File: config.mk
export PLATFORM = sky130hd
export DESIGN_NAME = dht_poll_scheduler
export DESIGN_NICKNAME = d
export VERILOG_FILES = /design/src/rtl/dht_pkg.sv /design/src/rtl/dht_ms_tick.sv /design/src/rtl/dht_poll_scheduler.sv
export SDC_FILE = /design/constraint.sdc
export NUM_CORES = 1
export LEC_CHECK = 0
export CAP_MARGIN = 20
export CORE_ASPECT_RATIO = 0.8
export CORE_MARGIN = 8
export CORE_UTILIZATION = 30
export DETAILED_ROUTE_END_ITERATION = 8
export HOLD_SLACK_MARGIN = 0.05
export PLACE_DENSITY = 0.58
export SLEW_MARGIN = 5
export SYNTH_ARGS = -nofsm -noshare
export SYNTH_HDL_FRONTEND = slang
export SYNTH_SLANG_ARGS = --single-unit
export TNS_END_PERCENT = 20
File: constraint.sdc
create_clock -name clk -period 6.7 [get_ports clk]
set_input_delay 1.005 -clock clk [delete_from_list [all_inputs] [get_ports clk]]
set_output_delay 1.005 -clock clk [all_outputs]
set_load 0.1 [all_outputs]
File: src/rtl/dht_pkg.sv
// Shared types and constants for the DHT read scheduler: FSM states, error codes,
// frame byte-field positions and the frame checksum helper.
package dht_pkg;

  typedef enum logic [2:0] {
    ST_IDLE,
    ST_START,
    ST_WAIT_DONE,
    ST_CHECK,
    ST_FAIL
  } state_e;

  localparam logic [1:0] ERR_NONE    = 2'd0;
  localparam logic [1:0] ERR_ENGINE  = 2'd1;
  localparam logic [1:0] ERR_CSUM    = 2'd2;
  localparam logic [1:0] ERR_TIMEOUT = 2'd3;

  localparam int RH_INT_MSB = 39;
  localparam int RH_DEC_MSB = 31;
  localparam int T_INT_MSB  = 23;
  localparam int T_DEC_MSB  = 15;
  localparam int CSUM_MSB   = 7;

  // 8-bit wrap-around sum of the four data bytes.
  function automatic logic [7:0] frame_csum(input logic [39:0] f);
    frame_csum = f[RH_INT_MSB -: 8] + f[RH_DEC_MSB -: 8] + f[T_INT_MSB -: 8] + f[T_DEC_MSB -: 8];
  endfunction

endpackage

File: src/rtl/dht_ms_tick.sv
// Free-running 1 ms strobe: one-cycle tick_o every CLK_HZ/1000 clock cycles.
module dht_ms_tick #(
  parameter int CLK_HZ = 100_000_000
) (
  input  logic clk,
  input  logic rst,
  output logic tick_o
);

  localparam int DIV = CLK_HZ / 1000;
  localparam int CW  = (DIV > 1) ? $clog2(DIV) : 1;
  localparam logic [CW-1:0] LAST = CW'(DIV - 1);

  logic [CW-1:0] cnt_q, cnt_d;

  always_comb begin
    cnt_d = (cnt_q == LAST) ? '0 : cnt_q + 1'b1;
  end

  always_ff @(posedge clk or negedge rst) begin
    if (!rst) cnt_q <= '0;
    else      cnt_q <= cnt_d;
  end

  assign tick_o = (cnt_q == LAST);

endmodule

File: src/rtl/dht_poll_scheduler.sv
// DHT read scheduler: merges button/auto requests, enforces the inter-read holdoff,
// supervises the engine with a timeout and checksum check. Optional retry: DHT_RETRY_EN.
import dht_pkg::*;

module dht_poll_scheduler #(
  parameter int CLK_HZ          = 100_000_000,
  parameter int MIN_INTERVAL_MS = 2000,
  parameter int AUTO_PERIOD_MS  = 5000,
  parameter int TIMEOUT_MS      = 30,
  parameter int MAX_RETRY       = 2
) (
  input  logic        clk,
  input  logic        rst,
  input  logic        req_i,
  input  logic        auto_en_i,
  output logic        start_o,
  output logic        abort_o,
  input  logic        eng_done_i,
  input  logic        eng_err_i,
  input  logic [39:0] eng_data_i,
  output logic [15:0] hum_o,
  output logic [15:0] temp_o,
  output logic        valid_o,
  output logic        error_o,
  output logic [1:0]  err_code_o,
  output logic        busy_o
);

  localparam int HW = $clog2(MIN_INTERVAL_MS + 1);
  localparam int AW = $clog2(AUTO_PERIOD_MS + 1);
  localparam int TW = $clog2(TIMEOUT_MS + 1);
  localparam logic [HW-1:0] HO_MAX    = HW'(MIN_INTERVAL_MS);
  localparam logic [AW-1:0] AUTO_LAST = AW'(AUTO_PERIOD_MS - 1);
  localparam logic [TW-1:0] TO_MAX    = TW'(TIMEOUT_MS);

  logic tick;

  dht_ms_tick #(.CLK_HZ(CLK_HZ)) u_tick (
    .clk    (clk),
    .rst    (rst),
    .tick_o (tick)
  );

  state_e        state_q, state_d;
  logic          pending_q, pending_d;
  logic [HW-1:0] holdoff_q, holdoff_d;
  logic          ho_skip_q, ho_skip_d;
  logic [AW-1:0] auto_q, auto_d;
  logic [TW-1:0] to_q, to_d;
  logic          to_skip_q, to_skip_d;
  logic [39:0]   frame_q, frame_d;
  logic [15:0]   hum_q, hum_d;
  logic [15:0]   temp_q, temp_d;
  logic          valid_q, valid_d;
  logic          error_q, error_d;
  logic [1:0]    code_q, code_d;
  logic          auto_fire;
  logic          fail_ev;
  logic [1:0]    fail_code;

`ifdef DHT_RETRY_EN
  localparam int RW = (MAX_RETRY > 0) ? $clog2(MAX_RETRY + 1) : 1;
  localparam logic [RW-1:0] RETRY_MAX = RW'(MAX_RETRY);
  logic [RW-1:0] retry_q, retry_d;
  logic          ext_q, ext_d;
`endif

  always_comb begin
    state_d   = state_q;
    pending_d = pending_q;
    holdoff_d = holdoff_q;
    ho_skip_d = ho_skip_q;
    auto_d    = auto_q;
    to_d      = to_q;
    to_skip_d = to_skip_q;
    frame_d   = frame_q;
    hum_d     = hum_q;
    temp_d    = temp_q;
    valid_d   = valid_q;
    error_d   = error_q;
    code_d    = code_q;
    start_o   = 1'b0;
    abort_o   = 1'b0;
    auto_fire = 1'b0;
    fail_ev   = 1'b0;
    fail_code = ERR_NONE;
`ifdef DHT_RETRY_EN
    retry_d   = retry_q;
    ext_d     = ext_q;
`endif

    if (!auto_en_i) begin
      auto_d = '0;
    end else if (tick) begin
      if (auto_q == AUTO_LAST) begin
        auto_d    = '0;
        auto_fire = 1'b1;
      end else begin
        auto_d = auto_q + 1'b1;
      end
    end

    // The first tick after a clear is partial, so it only arms the count;
    // that keeps holdoff and timeout from ever coming out short.
    if (tick && (holdoff_q != HO_MAX)) begin
      if (ho_skip_q) ho_skip_d = 1'b0;
      else           holdoff_d = holdoff_q + 1'b1;
    end

    if ((state_q == ST_WAIT_DONE) && tick && (to_q != TO_MAX)) begin
      if (to_skip_q) to_skip_d = 1'b0;
      else           to_d      = to_q + 1'b1;
    end

    case (state_q)
      ST_IDLE: begin
        if (pending_q && (holdoff_q == HO_MAX)) state_d = ST_START;
      end
      ST_START: begin
        start_o   = 1'b1;
        to_d      = '0;
        to_skip_d = 1'b1;
        holdoff_d = '0;
        ho_skip_d = 1'b1;
        state_d   = ST_WAIT_DONE;
      end
      ST_WAIT_DONE: begin
        if (eng_err_i) begin
          fail_ev   = 1'b1;
          fail_code = ERR_ENGINE;
          state_d   = ST_FAIL;
        end else if (eng_done_i) begin
          frame_d = eng_data_i;
          state_d = ST_CHECK;
        end else if (to_q == TO_MAX) begin
          abort_o   = 1'b1;
          fail_ev   = 1'b1;
          fail_code = ERR_TIMEOUT;
          state_d   = ST_FAIL;
        end
      end
      ST_CHECK: begin
        if (frame_csum(frame_q) == frame_q[CSUM_MSB -: 8]) begin
          hum_d   = frame_q[RH_INT_MSB -: 16];
          temp_d  = frame_q[T_INT_MSB -: 16];
          valid_d = 1'b1;
          error_d = 1'b0;
          code_d  = ERR_NONE;
`ifdef DHT_RETRY_EN
          retry_d = '0;
`endif
          state_d = ST_IDLE;
        end else begin
          fail_ev   = 1'b1;
          fail_code = ERR_CSUM;
          state_d   = ST_FAIL;
        end
      end
      ST_FAIL: begin
        state_d = ST_IDLE;
      end
      default: state_d = ST_IDLE;
    endcase

    if (start_o) pending_d = 1'b0;
    if (req_i || auto_fire) pending_d = 1'b1;

`ifdef DHT_RETRY_EN
    if (start_o) ext_d = 1'b0;
    if (req_i || auto_fire) ext_d = 1'b1;
    // A fresh request starts a new attempt sequence with the full retry budget.
    if ((state_q == ST_IDLE) && (state_d == ST_START) && ext_q) retry_d = '0;
    if (fail_ev) begin
      if (retry_q < RETRY_MAX) begin
        retry_d   = retry_q + 1'b1;
        pending_d = 1'b1;
      end else begin
        retry_d = '0;
        error_d = 1'b1;
        code_d  = fail_code;
      end
    end
`else
    if (fail_ev) begin
      error_d = 1'b1;
      code_d  = fail_code;
    end
`endif
  end

  always_ff @(posedge clk or negedge rst) begin
    if (!rst) begin
      state_q   <= ST_IDLE;
      pending_q <= 1'b0;
      holdoff_q <= HO_MAX;
      ho_skip_q <= 1'b0;
      auto_q    <= '0;
      to_q      <= '0;
      to_skip_q <= 1'b0;
      frame_q   <= '0;
      hum_q     <= '0;
      temp_q    <= '0;
      valid_q   <= 1'b0;
      error_q   <= 1'b0;
      code_q    <= ERR_NONE;
    end else begin
      state_q   <= state_d;
      pending_q <= pending_d;
      holdoff_q <= holdoff_d;
      ho_skip_q <= ho_skip_d;
      auto_q    <= auto_d;
      to_q      <= to_d;
      to_skip_q <= to_skip_d;
      frame_q   <= frame_d;
      hum_q     <= hum_d;
      temp_q    <= temp_d;
      valid_q   <= valid_d;
      error_q   <= error_d;
      code_q    <= code_d;
    end
  end

`ifdef DHT_RETRY_EN
  always_ff @(posedge clk or negedge rst) begin
    if (!rst) begin
      retry_q <= '0;
      ext_q   <= 1'b0;
    end else begin
      retry_q <= retry_d;
      ext_q   <= ext_d;
    end
  end
`endif

  assign hum_o      = hum_q;
  assign temp_o     = temp_q;
  assign valid_o    = valid_q;
  assign error_o    = error_q;
  assign err_code_o = code_q;
  assign busy_o     = (state_q == ST_START) || (state_q == ST_WAIT_DONE) || (state_q == ST_CHECK);

endmodule
### Word level (Yosys, flattened, before mapping)

Index checks and enable logic that the tools add are counted.

| cells by class | value |
|---|---|
| bitwise gates (word level) | 1 |
| add/subtract/negate cells | 7 |
| multiplexer cells | 44 |
| eq/ne operators | 15 |
| reductions and logical operators | 19 |

Operators by type and width:

| kind | number |
|---|---|
| 13-bit 2-to-1 mux | 3 |
| 11-bit 2-to-1 mux | 3 |
| 8-bit adder | 3 |
| 1-bit 2-to-1 mux | 19 |
| 17-bit by 1-bit adder with 17-bit output, second input constant | 1 |
| 17-bit == test, second input constant | 1 |
| 17-bit 2-to-1 mux | 1 |
| 3-bit 2-to-1 mux | 5 |
| 5-bit 2-to-1 mux | 3 |
| 2-bit 2-to-1 mux | 7 |
| 13-bit by 1-bit adder with 13-bit output, second input constant | 1 |
| 13-bit == test, second input constant | 1 |
| 3-bit case mux with 4 select lines | 1 |
| 11-bit by 1-bit adder with 11-bit output, second input constant | 1 |
| 11-bit == test, second input constant | 1 |
| 11-bit != test, second input constant | 1 |
| 2-bit AND reduction | 5 |
| 2-bit nonzero test | 5 |
| 8-bit == test | 1 |
| 3-bit by 2-bit == test with 1-bit output, second input constant | 2 |
| 2-bit by 1-bit != test with 1-bit output, second input constant | 3 |
| 5-bit by 1-bit adder with 5-bit output, second input constant | 1 |
| 5-bit == test, second input constant | 1 |
| 5-bit != test, second input constant | 1 |
| 10 further kinds | 15 |

| storage, ports and cells | value |
|---|---|
| output and inout bits | 39 |
| logic and storage cells | 100 |
| input port bits | 46 |
| register bits after elaboration | 128 |

### Depth between registers and ports, before layout

| logic depth | value |
|---|---|
| depth after elaboration | 8 |
| gate-level depth with buffers | 13 |
| mapped depth without buffers | 12 |

### Hierarchy

From an unflattened synthesis, not the netlist that was laid out.

| second synthesis, totals | value |
|---|---|
| cells, all modules | 492 |
| area total of the unflattened synthesis | 6044.5 um2 |

By module, submodules not included:

| module | area each (um2) | cells an instance | instances |
|---|---|---|---|
| dht_poll_scheduler | 5251.3 | 418 | 1 |
| dht_ms_tick | 793.3 | 74 | 1 |

### Least setup slack after synthesis

OpenSTA, ideal clock, no wires.

| timing | value |
|---|---|
| kind | input to output |
| start | input port eng_err_i |
| end | output port abort_o |
| stages on the path | 3 |
| data required time | 5.695 ns |
| path slack | 2.470 ns |
| buffers on the path | 0 |
| arrival time | 3.225 ns |
| cell sequence | nor2_1 > nand2_1 > nor3_1 |

| on the way | value |
|---|---|
| longest elaborated chain between the ends | 2 |

RTL lines:

| item | RTL line | RTL |
|---|---|---|
| from (decl) | dht_poll_scheduler.sv:19 | `input logic eng_err_i,` |
| 1-bit 2-to-1 mux | dht_poll_scheduler.sv:128 | `if (eng_err_i) begin` |
| 1-bit 2-to-1 mux | dht_poll_scheduler.sv:115 | `case (state_q)` |
| to (decl) | dht_poll_scheduler.sv:17 | `output logic abort_o,` |

No other way between the ends.

### Final worst setup path

| timing | value |
|---|---|
| start | register frame_q[9] |
| end | register temp_q[8], in the netlist temp_o[8] |

| on the way | value |
|---|---|
| longest elaborated chain between the ends | 3 |

RTL lines:

| item | RTL line | RTL |
|---|---|---|
| from (decl) | dht_poll_scheduler.sv:51 | `logic [39:0] frame_q, frame_d;` |
| from (signal assigned) | dht_poll_scheduler.sv:214 | `frame_q <= frame_d;` |
| 8-bit adder | dht_pkg.sv:26 | `frame_csum = f[RH_INT_MSB -: 8] + f[RH_DEC_MSB -: 8] + f[T_INT_MSB -: 8] + f[T_DEC_MSB -: 8];` |
| 8-bit == test | dht_poll_scheduler.sv:143 | `if (frame_csum(frame_q) == frame_q[CSUM_MSB -: 8]) begin` |
| 2-bit AND reduction (no line) | - |  |
| to (signal assigned) | dht_poll_scheduler.sv:216 | `temp_q <= temp_d;` |
| to (decl) | dht_poll_scheduler.sv:53 | `logic [15:0] temp_q, temp_d;` |

No other way between the ends.
A chain may end at the register's enable or synchronous reset.

==> results.json <==
{
  "hold_class": "reg -> reg",
  "dieHeight_um": 143.3,
  "grtUsageTotal_pct": 11.56,
  "ys_seq_area_share_pct": 52.81,
  "yosysUniqueCellTypes": 57,
  "ctsHoldBuffers": 0,
  "first_iter_violations": 288,
  "start_util_pct": 30.62,
  "maxSlewHeadroom_pct": 29.72,
  "crit_arrival_ns": 4.89,
  "cap_violations": 0,
  "timing.rr.end": "temp_o[8]",
  "grt_pass1_vias": 4353,
  "cts_max_path_buffers": 2,
  "peakVddDrop_uv": 128.7,
  "cts_inserted_buffers": 17,
  "grt_max_degree": 69,
  "fin_crit_sh_pct": 68.68,
  "cts_htree_levels": 4,
  "hpwl_um": 9853,
  "drv_slew": 0,
  "routed_wl_um": 13550,
  "r2r_cells": 12,
  "synthTopCellsByArea": "dfrtp_1, mux2_2, fa_1, xor2_1, ha_1",
  "place_congestion": 0.7556,
  "r2r-start": "frame_q[9]",
  "final_nets": 661,
  "status": "finished, final reports clean",
  "cts_tree": "done",
  "synth_area_leader_cell": "dfrtp_1",
  "synth_area_um2": 6080,
  "syn2layout_area_growth_pct": 29.16,
  "core_um2": 19860,
  "endpoint_kind": "register",
  "drcViolationCount": 0,
  "p_leak_nw": 3.652,
  "max_freq_mhz": 217.3,
  "diodes": 0,
  "synth.top_cell.area_share_pct": 50.22,
  "path_clk_slew_ns": 0.06,
  "layout_min_cycle_time_ns": 4.601,
  "setup_tns_ns": 0,
  "ys.flop_type": "dfrtp_1",
  "routed_via_density": 4.701,
  "powerDensity_nw_per_um2": 228.2,
  "cts_setup_buffers": 0,
  "synth_warnings": 0,
  "io_buffers": 84,
  "setup_violations": 0,
  "vias": 4066,
  "critPathLaunchType": "register",
  "cts_root_buf": "clkbuf_16",
  "grt_pass1_wl_um": 23290,
  "post_cts_resized": 0,
  "hold-path-cell-count": 1,
  "syn-num-nets": 568,
  "grt.overflow.total": 0,
  "final_cell_mix": "dfrtp_1, clkdlybuf4s50_1, mux2_2, nor2_1, xor2_1",
  "die_w_um": 175.2,
  "rows": 46,
  "critPathMaxFanout": 27,
  "final_common_cell": "dfrtp_1",
  "antenna_found_initial": 0,
  "yosys_register_bits": 128,
  "num_io_pins": 85,
  "cp.required_ns": 6.99,
  "min_to": "valid_o",
  "fin_util_pct": 39.55,
  "post_drt_wl_per_cell_um": 15.67,
  "rrSetupSlack_ns": 2.10,
  "setup.worst_path.class": "reg -> reg",
  "clock_latency_ns": 0.42,
  "worst_pin_slew_ns": 1.051,
  "clock-sinks": 128,
  "first_pass_iters": 4,
  "ant_nets": 0,
  "die_area_um2": 25100,
  "min_from": "valid_o",
  "rsz0062_at_grt": "false",
  "drive_above_1_share_pct": 20.63,
  "fin_skew_ns": 0.01016,
  "hold_viol_final": 0,
  "synth_cells": 495,
  "async_flop_share_pct": 100.0,
  "synth-edff-count": 0,
  "syn_area_per_cell_um2": 12.28
}
-- where the power goes --
part / leakage (nW) / internal, W / switching, W
registers: 1.74 / 0.000774 / 0.0000000000472
clock network: 0.294 / 0.000623 / 0.000347
logic: 1.62 / 0.0000244 / 0.0000230
-- state kept, by name, indices dropped and copies added (netlist names), 2 cells and up --
signal / flops
to_q: 5
holdoff_q: 11
frame_q: 40
temp_o: 16
err_code_o: 2
u_tick.cnt_q: 17
hum_o: 16
auto_q: 13
state_q: 3
-- final cells by class --
cell class                 instances  area (um2)
fill                            1873       12000
timing repair buffer              87       860.8
clock inverter                    13       187.7
inverter                          18       67.56
clock buffer                      19       432.9
multi-input combinational        336        2763
tap                              264       330.3
sequential                       128        3211
-- synth_stat cells (all sizes together) (2+ instances only) --
master	n
and4	4
a211oi	2
inv	17
nand4	11
dfstp	6
mux2i	2
xor2	26
ha	13
o21a	2
nand4b	2
mux2	72
o31ai	8
or2	2
fa	14
o21bai	2
dfrtp	122
nand2	22
or3	3
buf	8
a21oi	8
and3	4
nor2b	6
or4	3
o21ai	19
a31oi	3
o41ai	2
xnor2	17
nand2b	5
nor4	7
clkbuf	5
nor2	42
nand3	16
nor3	7
-- cells by family (layout without fill, tap and decap cells) --
group / count (synthesis) / in the layout / synth area share (%)
flops: 128 / 128 / 52.81
xor+xnor: 43 / 43 / 6.195
fa+ha+maj: 27 / 27 / 7.286
compound gates: 53 / 53 / 5.454
simple gates: 139 / 139 / 12.62
buf+inv: 31 / 137 / 1.976
mux: 74 / 74 / 13.67
-- how the worst max path moves through the flow --
| stage | from | endpoint |
|---|---|---|
| 2_1_floorplan | eng_err_i | abort_o |
| 3_3_place_gp | frame_q[9] | hum_o[15] |
| 3_5_place_dp | frame_q[9] | hum_o[3] |
| 4_1_cts | frame_q[9] | temp_o[8] |
| 5_1_grt | frame_q[9] | temp_o[15] |
| 6_report | frame_q[9] | temp_o[8] |
-- critical path, cell delays in order, from the launching register on --
cell and delay, ns:
dfrtp_1 0.40, fa_1 0.55, inv_1 0.05, fa_1 0.51, inv_1 0.05, ha_1 0.21, fa_1 0.45, xor2_1 0.18
a2111oi_0 0.36, o2111ai_1 0.27, nor4_4 0.57, buf_4 0.48, mux2_2 0.39
-- routing by layer --
layer | track usage (%) | wire length, um | up-vias
met4 | 4.541 | 215 | 0
met3 | 2.570 | 463 | 17
met1 | 15.38 | 6527 | 2047
li1 | - | - | 1932
met2 | 18.14 | 6344 | 70
met5 | 0 | 0 | -
-- stage by stage --
| step | power (W) | instances | worst slack [ns] | hold WS, ns | cell area, um2 |
|---|---|---|---|---|---|
| finish | 0.001792 | 865 | 2.099 | 0.4798 | 7853 |
| global route | 0.001856 | 865 | 1.823 | 0.4934 | 7853 |
| CTS | 0.001817 | 865 | 2.102 | 0.4834 | 7853 |
| detailed placement | 0.0008362 | 833 | 2.117 | 0.4706 | 7232 |
| global placement | 0.0008354 | 833 | 2.199 | 0.4601 | 7232 |
| floorplan | 0.0007909 | 495 | 2.470 | 0.4371 | 6080 |
Note: power is estimated with default switching activity, not from simulation.
